$ cat src/rtl/stack_param_if.sv
// Command/result bundle for stack_param: the master drives the command, index and push data,
// and the slave returns the registered read data, the entry count and the status flags.
interface stack_param_if #(
  parameter int WIDTH = 4,
  parameter int DEPTH = 5
);
  localparam int IDXW = (DEPTH > 1) ? $clog2(DEPTH) : 1;
  localparam int CNTW = $clog2(DEPTH + 1);

  logic [1:0]      command;
  logic [IDXW-1:0] index;
  logic [WIDTH-1:0] i_data;
  logic [WIDTH-1:0] o_data;
  logic [CNTW-1:0] count;
  logic            full;
  logic            empty;
  logic            err;

  modport master (
    output command, index, i_data,
    input  o_data, count, full, empty, err
  );

  modport slave (
    input  command, index, i_data,
    output o_data, count, full, empty, err
  );
endinterface

$ cat src/rtl/stack_param.sv
// LIFO stack on a DEPTH-entry circular buffer; PUSH/POP/GET take effect on one edge, and every output is registered.
// If STACK_PARAM_WRAP_EN is defined, a PUSH to a full stack overwrites the oldest word; otherwise the PUSH is dropped and ERR pulses.
module stack_param #(
  parameter int WIDTH = 4,
  parameter int DEPTH = 5
) (
  input  logic          clk_i,
  input  logic          rst_i,
  stack_param_if.slave  bus
);
  localparam int PTRW = (DEPTH > 1) ? $clog2(DEPTH) : 1;
  localparam int CNTW = $clog2(DEPTH + 1);
  localparam logic [PTRW-1:0] LAST      = PTRW'(DEPTH - 1);
  localparam logic [PTRW:0]   DEPTH_EXT = (PTRW + 1)'(DEPTH);
  localparam logic [CNTW-1:0] CNT_MAX   = CNTW'(DEPTH);

  typedef enum logic [1:0] {
    CMD_NOP  = 2'b00,
    CMD_PUSH = 2'b01,
    CMD_POP  = 2'b10,
    CMD_GET  = 2'b11
  } cmd_e;

  logic [WIDTH-1:0] mem_q [DEPTH];
  logic [PTRW-1:0]  top_q, top_d;
  logic [CNTW-1:0]  count_q, count_d;
  logic [WIDTH-1:0] odata_q, odata_d;
  logic             err_q, err_d;
  logic             we;
  logic [PTRW-1:0]  top_inc, top_dec, get_addr;
  logic             full, empty, get_ok;
  cmd_e             cmd;

  assign cmd     = cmd_e'(bus.command);
  assign full    = (count_q == CNT_MAX);
  assign empty   = (count_q == '0);
  assign top_inc = (top_q == LAST) ? '0 : top_q + 1'b1;
  assign top_dec = (top_q == '0) ? LAST : top_q - 1'b1;
  assign get_ok  = (32'(bus.index) < 32'(count_q));

  // A legal GET index is below COUNT <= DEPTH, so a single DEPTH add folds the wrap.
  always_comb begin
    if ({1'b0, top_q} >= {1'b0, bus.index})
      get_addr = top_q - bus.index;
    else
      get_addr = PTRW'({1'b0, top_q} + DEPTH_EXT - {1'b0, bus.index});
  end

  always_comb begin
    top_d   = top_q;
    count_d = count_q;
    odata_d = odata_q;
    err_d   = 1'b0;
    we      = 1'b0;
    unique case (cmd)
      CMD_NOP: ;
      CMD_PUSH: begin
        if (!full) begin
          we      = 1'b1;
          top_d   = top_inc;
          count_d = count_q + 1'b1;
        end else begin
`ifdef STACK_PARAM_WRAP_EN
          we    = 1'b1;
          top_d = top_inc;
`else
          err_d = 1'b1;
`endif
        end
      end
      CMD_POP: begin
        if (!empty) begin
          odata_d = mem_q[top_q];
          top_d   = top_dec;
          count_d = count_q - 1'b1;
        end else begin
          odata_d = '0;
          err_d   = 1'b1;
        end
      end
      CMD_GET: begin
        if (get_ok) begin
          odata_d = mem_q[get_addr];
        end else begin
          odata_d = '0;
          err_d   = 1'b1;
        end
      end
      default: ;
    endcase
  end

  always_ff @(posedge clk_i or posedge rst_i) begin
    if (rst_i) begin
      top_q   <= '0;
      count_q <= '0;
      odata_q <= '0;
      err_q   <= 1'b0;
    end else begin
      top_q   <= top_d;
      count_q <= count_d;
      odata_q <= odata_d;
      err_q   <= err_d;
    end
  end

  // Storage is left uncleared; entries above COUNT are never read.
  always_ff @(posedge clk_i) begin
    if (we && !rst_i)
      mem_q[top_inc] <= bus.i_data;
  end

  assign bus.o_data = odata_q;
  assign bus.count  = count_q;
  assign bus.full   = full;
  assign bus.empty  = empty;
  assign bus.err    = err_q;
endmodule

$ cat src/flat_wrapper.sv
// flat-port wrapper written by rule: the top's interface ports become plain ports
module stack_param_flat 
#(
  parameter int WIDTH = 4,
  parameter int DEPTH = 5
)
  (clk_i, rst_i, bus_command, bus_index, bus_i_data, bus_o_data, bus_count, bus_full, bus_empty, bus_err);
  stack_param_if #(.WIDTH(WIDTH), .DEPTH(DEPTH)) bus_i ();
  input  logic clk_i;
  input  logic rst_i;
  input wire logic [$bits(bus_i.command)-1:0] bus_command;
  input wire logic [$bits(bus_i.index)-1:0] bus_index;
  input wire logic [$bits(bus_i.i_data)-1:0] bus_i_data;
  output wire logic [$bits(bus_i.o_data)-1:0] bus_o_data;
  output wire logic [$bits(bus_i.count)-1:0] bus_count;
  output wire logic [$bits(bus_i.full)-1:0] bus_full;
  output wire logic [$bits(bus_i.empty)-1:0] bus_empty;
  output wire logic [$bits(bus_i.err)-1:0] bus_err;
  assign bus_i.command = bus_command;
  assign bus_i.index = bus_index;
  assign bus_i.i_data = bus_i_data;
  assign bus_o_data = bus_i.o_data;
  assign bus_count = bus_i.count;
  assign bus_full = bus_i.full;
  assign bus_empty = bus_i.empty;
  assign bus_err = bus_i.err;
  stack_param #(.WIDTH(WIDTH), .DEPTH(DEPTH)) u_core (.clk_i(clk_i), .rst_i(rst_i), .bus(bus_i));
endmodule
$ cat config.mk
export PLATFORM = sky130hd
export DESIGN_NAME = stack_param_flat
export DESIGN_NICKNAME = d
export VERILOG_FILES = /design/src/rtl/stack_param_if.sv /design/src/rtl/stack_param.sv /design/src/flat_wrapper.sv
export SDC_FILE = /design/constraint.sdc
export NUM_CORES = 1
export LEC_CHECK = 0
export ABC_AREA = 1
export BUFFER_PORTS_ARGS = -buffer_cell sky130_fd_sc_hd__buf_2
export CAP_MARGIN = 20
export CORE_MARGIN = 3
export CORE_UTILIZATION = 59
export CTS_CLUSTER_SIZE = 16
export DETAILED_ROUTE_END_ITERATION = 6
export HOLD_SLACK_MARGIN = 0.12
export PLACE_DENSITY_LB_ADDON = 0.15
export SETUP_SLACK_MARGIN = 0.02
export SYNTH_ARGS = -nofsm -noshare
export SYNTH_HDL_FRONTEND = slang
export SYNTH_SLANG_ARGS = --single-unit
export TNS_END_PERCENT = 1
$ cat constraint.sdc
create_clock -name clk_i -period 2.1 [get_ports clk_i]
set_input_delay 0.105 -clock clk_i [delete_from_list [all_inputs] [get_ports clk_i]]
set_output_delay 0.105 -clock clk_i [all_outputs]
set_load 0.1 [all_outputs]
; ---- Word-level counts from Yosys, hierarchy flattened
; Memories as Yosys holds them, arrays and structs flattened.
; Index checks and enable logic that the tools add are counted.
; Widths: inputs -> output; s select.
[word_totals]
ff_bits = 11
mem_bits_rw = 20
in_bits = 11
output_inout_bits = 10
wordCells = 48
n_memories = 1
[classes]
addsub = 7
magnitude_cmp = 2
eq_ne = 7
muxes = 20
n_reduce_logical = 7
[memory_table]
columns = name, depth, width, read_ports, rd_ports_with_merged_regs, write_ports, line
row1 = u_core.mem_q, 5, 4, 2, 0, 1, stack_param.sv:24  ; logic [WIDTH-1:0] mem_q [DEPTH];
[op_table]
columns = cell, count
row1 = $mux 3, 7
row2 = $pmux 3 s2, 2
row3 = $mux 4, 2
row4 = $pmux 4 s2, 1
row5 = $mux 1, 7
row6 = $add 3x1->3 const B, 2
row7 = $eq 3x3->1 const B, 2
row8 = $logic_not 3->1, 2
row9 = $sub 3x1->3 const B, 2
row10 = $sub 3x3->3, 2
row11 = $eq 2x2->1 const B, 2
row12 = $ne 2x2->1 const B, 2
row13 = $reduce_bool 2->1, 2
row14 = $add 3x3->3 const B, 1
row15 = $ge 3x3->1, 1
row16 = $lt 3x3->1, 1
row17 = $pmux 1 s3, 1
row18 = $reduce_and 3->1, 1
row19 = $eq 2x1->1 const B, 1
row20 = $logic_and 1x1->1, 1
row21 = $logic_not 1->1, 1

; ---- Longest topological paths before layout
[depth]
depth_word = 6
ltp_mapped = 14
ltp_nobuf = 14

; ---- Worst setup path after synthesis
; No wires, ideal clock.
[synth_path]
path_type = reg2reg
startpoint = register u_core.count_q[0] (netlist: u_core.bus.count[0])
endpoint = register u_core.top_q[0]
setup_ns = 0.129
arrival_time_ns = 2.668
required_time_ns = 1.971
path_slack_ns = -0.697
stages_incl_launch_ff = 10
path_buffers = 0
period_less_slack_ns = 2.797
cell_sequence = dfrtp_1 > inv_1 > nor3_4 > nand2_1 > o21ai_0 > inv_1 > nand2_1 > inv_1 > o21ai_0 > o21ai_0
[synth_between]
elab_chain_cells = 3
word_cells_on_any_way = 5
cone_classes = eq/ne (3) / reduce/logical (2)
[synth_lines]
columns = element, line
row1 = from (decl), stack_param.sv:26  ; logic [CNTW-1:0] count_q, count_d;
row2 = from (signal assigned), stack_param.sv:101  ; count_q <= count_d;
row3 = $eq 3x3->1, stack_param.sv:35  ; assign full = (count_q == CNT_MAX);
row4 = named net bus_full, flat_wrapper.sv:16  ; output wire logic [$bits(bus_i.full)-1:0] bus_full;
row5 = $ne 2x2->1 (no source line), --
row6 = $reduce_and 3->1 (no source line), --
row7 = to (signal assigned), stack_param.sv:100  ; top_q <= top_d;
row8 = to (decl), stack_param.sv:25  ; logic [PTRW-1:0] top_q, top_d;
; The timed path passes the listed nets, and every way through them passes these cells.
; A chain may end at the register's enable or synchronous reset.

; ---- Worst setup path in the final report
[layout_path]
startpoint = register u_core.top_q[1]
endpoint = memory u_core.mem_q[4][0], enable pin
[layout_between]
elab_chain_cells = 2
word_cells_on_any_way = 3
cone_classes = add/sub (1) / eq/ne (1) / mux (1)
[layout_lines]
columns = element, line
row1 = $add 3x1->3 / $eq 3x3->1 (equally long branches), stack_param.sv:37  ; assign top_inc = (top_q == LAST) ? '0 : top_q + 1'b1;
row2 = $mux 3 (*), stack_param.sv:37
row3 = to (decl), stack_param.sv:24
; Every way passes the cells marked *; elsewhere a longest branch is shown, timed or not.

==> impl_metrics.py <==
metrics = {
    "clock_network": {
        "cts_tree": "done",
        "clkSinkCount": 31,
        "cts_made_buffers": 5,
        "htreeDepth": 2,
        "cts_setup_buffers": 0,
        "path_clk_slew_ps": 90,
        "clock_path_buffers": 2,
        "worstSkewPairLatency_ps": 320,
        "cts_root_buffer": "clkbuf_4",
    },
    "critical_path": {
        "slowest_delay_ps": 490,
        "reg2reg_slack_ps": 150,
        "critical_path_class": "reg2reg",
        "path_cells": "inv_1 -> ha_1 -> ha_1 -> inv_1 -> nand2_1 -> inv_1 -> nand2_1 -> nor2_1",
        "cp-start-kind": "flop",
        "arrival_ps": 1950,
        "crit_fanout": 8,
        "worst_path_most_repeated_cell": "inv_1",
        "worst_setup_path_end_kind": "flop",
        "crit_slowest_cell": "dfrtp_1",
        "cp.required_ps": 2100,
    },
    "sta": {
        "hold_violations": 0,
        "rsz0062_at_grt": "true",
        "min_period_over_period_pct": 93.0,
        "finalSetupViolations": 0,
        "slew_violations": 0,
        "slew_headroom_pct": 67.6,
        "fmax_mhz": 512,
        "finClkSkew_ps": 5.44,
        "period_minus_slack_ps": 1950,
        "tightest_slew_ps": 489,
    },
    "grt": {
        "grt_pass1_wl_microns": 7600,
        "grt_max_degree": 13,
        "overflow": 0,
        "grt_use_total_pct": 23.7,
        "grt_antenna_before_repair": 0,
        "grt_pass1_vias": 1676,
    },
    "logic_synthesis": {
        "yosys_register_bits": 31,
        "synth.distinct_cells": 28,
        "synth_top_area_cell": "edfxtp_1",
        "synthTopCellsByArea": "edfxtp_1 29%, dfrtp_1 13%, ha_1 9.6%",
        "synth.avg_cell_area_sq_um": 8.94,
        "synth_top_area_share_pct": 28.8,
        "netlist_instances": 233,
        "synth-seq-area-share_pct": 42.1,
        "syn-cell-area_sq_um": 2080,
        "synth_nets": 262,
        "yosysWarnings": 0,
    },
    "layout": {
        "fill_cells": 256,
        "area_delta_synth_final_pct": 15.9,
        "layout.nets": 300,
        "antenna_cells": 0,
        "layout.cells.non_filler": 316,
        "layout-drive-gt1-share_pct": 23.5,
        "postLayoutCellArea_sq_um": 2410,
    },
    "routing": {
        "drc": 0,
        "ant_nets": 0,
        "drtIter0Drc": 43,
        "via_per_inst": 5.43,
        "wl_per_cell_microns": 14.1,
        "vias": 1717,
        "drt-total-wl_microns": 4470,
        "drt-pass1-iter-count": 4,
    },
    "run": {
        "cap_viol_max_count": 0,
    },
    "die": {
        "initial_core_util_pct": 65.0,
        "core_area_sq_um": 3200,
        "die_h_microns": 65.4,
        "fp-row-count": 20,
        "die-area_sq_um": 4280,
        "die_w_microns": 65.4,
        "ioPinCount": 21,
    },
    "placement": {
        "place_congestion": 0.867,
        "dpl_cell_area_sq_um": 2300,
        "numPlacedInstances": 303,
        "numPortBuffers": 20,
        "dp_hpwl_microns": 3540,
    },
    "worst_hold_path": {
        "hold_class": "in2reg",
    },
    "status": {
        "status": "completed",
    },
}
-- routing by layer --
metal	vias to the layer above	share of wire [%]	global-route usage, %	wire length [microns]
met2	62	48	36.7	2130
met5	-	0	0	0
li1	859	-	-	-
met3	8	6.0	4.79	266
met1	788	44	32.5	1980
met4	0	1.9	9.84	86
-- layout make-up --
| class | instances | area [sq um] | share of cell area [%] |
|---|---|---|---|
| multi-input cells | 165 | 1080 | 44.8 |
| flip-flops and latches | 31 | 885 | 36.7 |
| repair buffers | 32 | 203 | 8.40 |
| inverters | 36 | 139 | 5.75 |
| well taps | 44 | 55.1 | 2.28 |
| clock buffers | 7 | 45.0 | 1.87 |
| clock inverters | 1 | 5.00 | 0.207 |
-- layout by cell type (no fill, tap or decap), drive strengths merged --
master	netlist	routed
a21oi	20	20
buf	0	27
clkbuf	1	7
clkinv	2	3
clkinvlp	0	1
dfrtp	11	11
dlygate4sd3	0	5
edfxtp	20	20
fa	2	2
ha	16	16
inv	34	33
nand2	47	47
nand3	24	24
nor2	22	22
nor3	2	2
o2111ai	1	1
o211ai	2	2
o21ai	18	18
o221ai	4	4
or2	2	2
xnor2	1	1
xor2	4	4
-- cell usage after synthesis, drive strengths merged --
| cell type | number |
|---|---|
| edfxtp | 20 |
| clkbuf | 1 |
| xor2 | 4 |
| a21oi | 20 |
| inv | 34 |
| nand3 | 24 |
| fa | 2 |
| xnor2 | 1 |
| nand2 | 47 |
| dfrtp | 11 |
| or2 | 2 |
| o2111ai | 1 |
| o21ai | 18 |
| nor3 | 2 |
| o211ai | 2 |
| o221ai | 4 |
| clkinv | 2 |
| ha | 16 |
| nor2 | 22 |
-- logic make-up (layout without fill, tap and decap cells) --
kind of cell             after synthesis  count (layout)  synth area share (%)
AO/OA/AOI/OAI                         45              45                  13.9
XOR/XNOR                               5               5                  2.10
adder cells (fa/ha/maj)               18              18                  11.5
buffers and inverters                 37              76                  6.67
flip-flops                            31              31                  42.1
AND/OR/NAND/NOR                       97              97                  23.7
-- metrics by stage --
| stage | setup TNS (ps) | util, % | hold WS (ps) | setup slack, ps |
|---|---|---|---|---|
| 2_1_floorplan | -5500 | - | -34.6 | -280 |
| 3_3_place_gp | 0 | 71.8 | 151 | 167 |
| 3_5_place_dp | 0 | 71.8 | 148 | 162 |
| 4_1_cts | 0 | 75.0 | 208 | 148 |
| 5_1_grt | 0 | 75.4 | 232 | 9.08 |
| 6_report | 0 | 75.4 | 207 | 148 |
-- timing repair --
action                                 4_1_cts  5_1_grt
hold buffers                                 5        0
endpoints found under the hold margin       31        0
gates resized for setup                      0        1
setup endpoints to repair                    0        8
-- critical path: cells and delay by family (launching register included) --
family,cells,cell delay (ps)
DFF,1,490
and+or+nand+nor,3,400
buffers and inverters,3,290
adders and majority gates,2,450
-- flip-flops by register name, indices dropped and copies added, names as in the netlist --
name,count
u_core.bus.o_data,4
u_core.mem_q,20
u_core.top_q,3
u_core.bus.count,3
u_core.bus.err,1
-- final timing paths --
path / startpoint / end / cells after the start
max in group asynchronous: rst_i / u_core.bus.count[0]$_DFFE_PP0P_ / 4
setup / recovery: u_core.top_q[1]$_DFFE_PP0P_ / u_core.mem_q[4][0]$_DFFE_PP_ / 8
setup reg to reg: u_core.top_q[1]$_DFFE_PP0P_ / u_core.mem_q[4][0]$_DFFE_PP_ / 8
min in group asynchronous: rst_i / u_core.bus.err$_DFF_PP0_ / 4
hold reg to reg: u_core.bus.o_data[2]$_DFFE_PP0P_ / u_core.bus.o_data[2]$_DFFE_PP0P_ / 2
hold / removal: bus_command[1] / u_core.bus.err$_DFF_PP0_ / 4
Power is not shown: default switching activity piles up to over one toggle a cycle in this logic, so the estimate is an artifact.
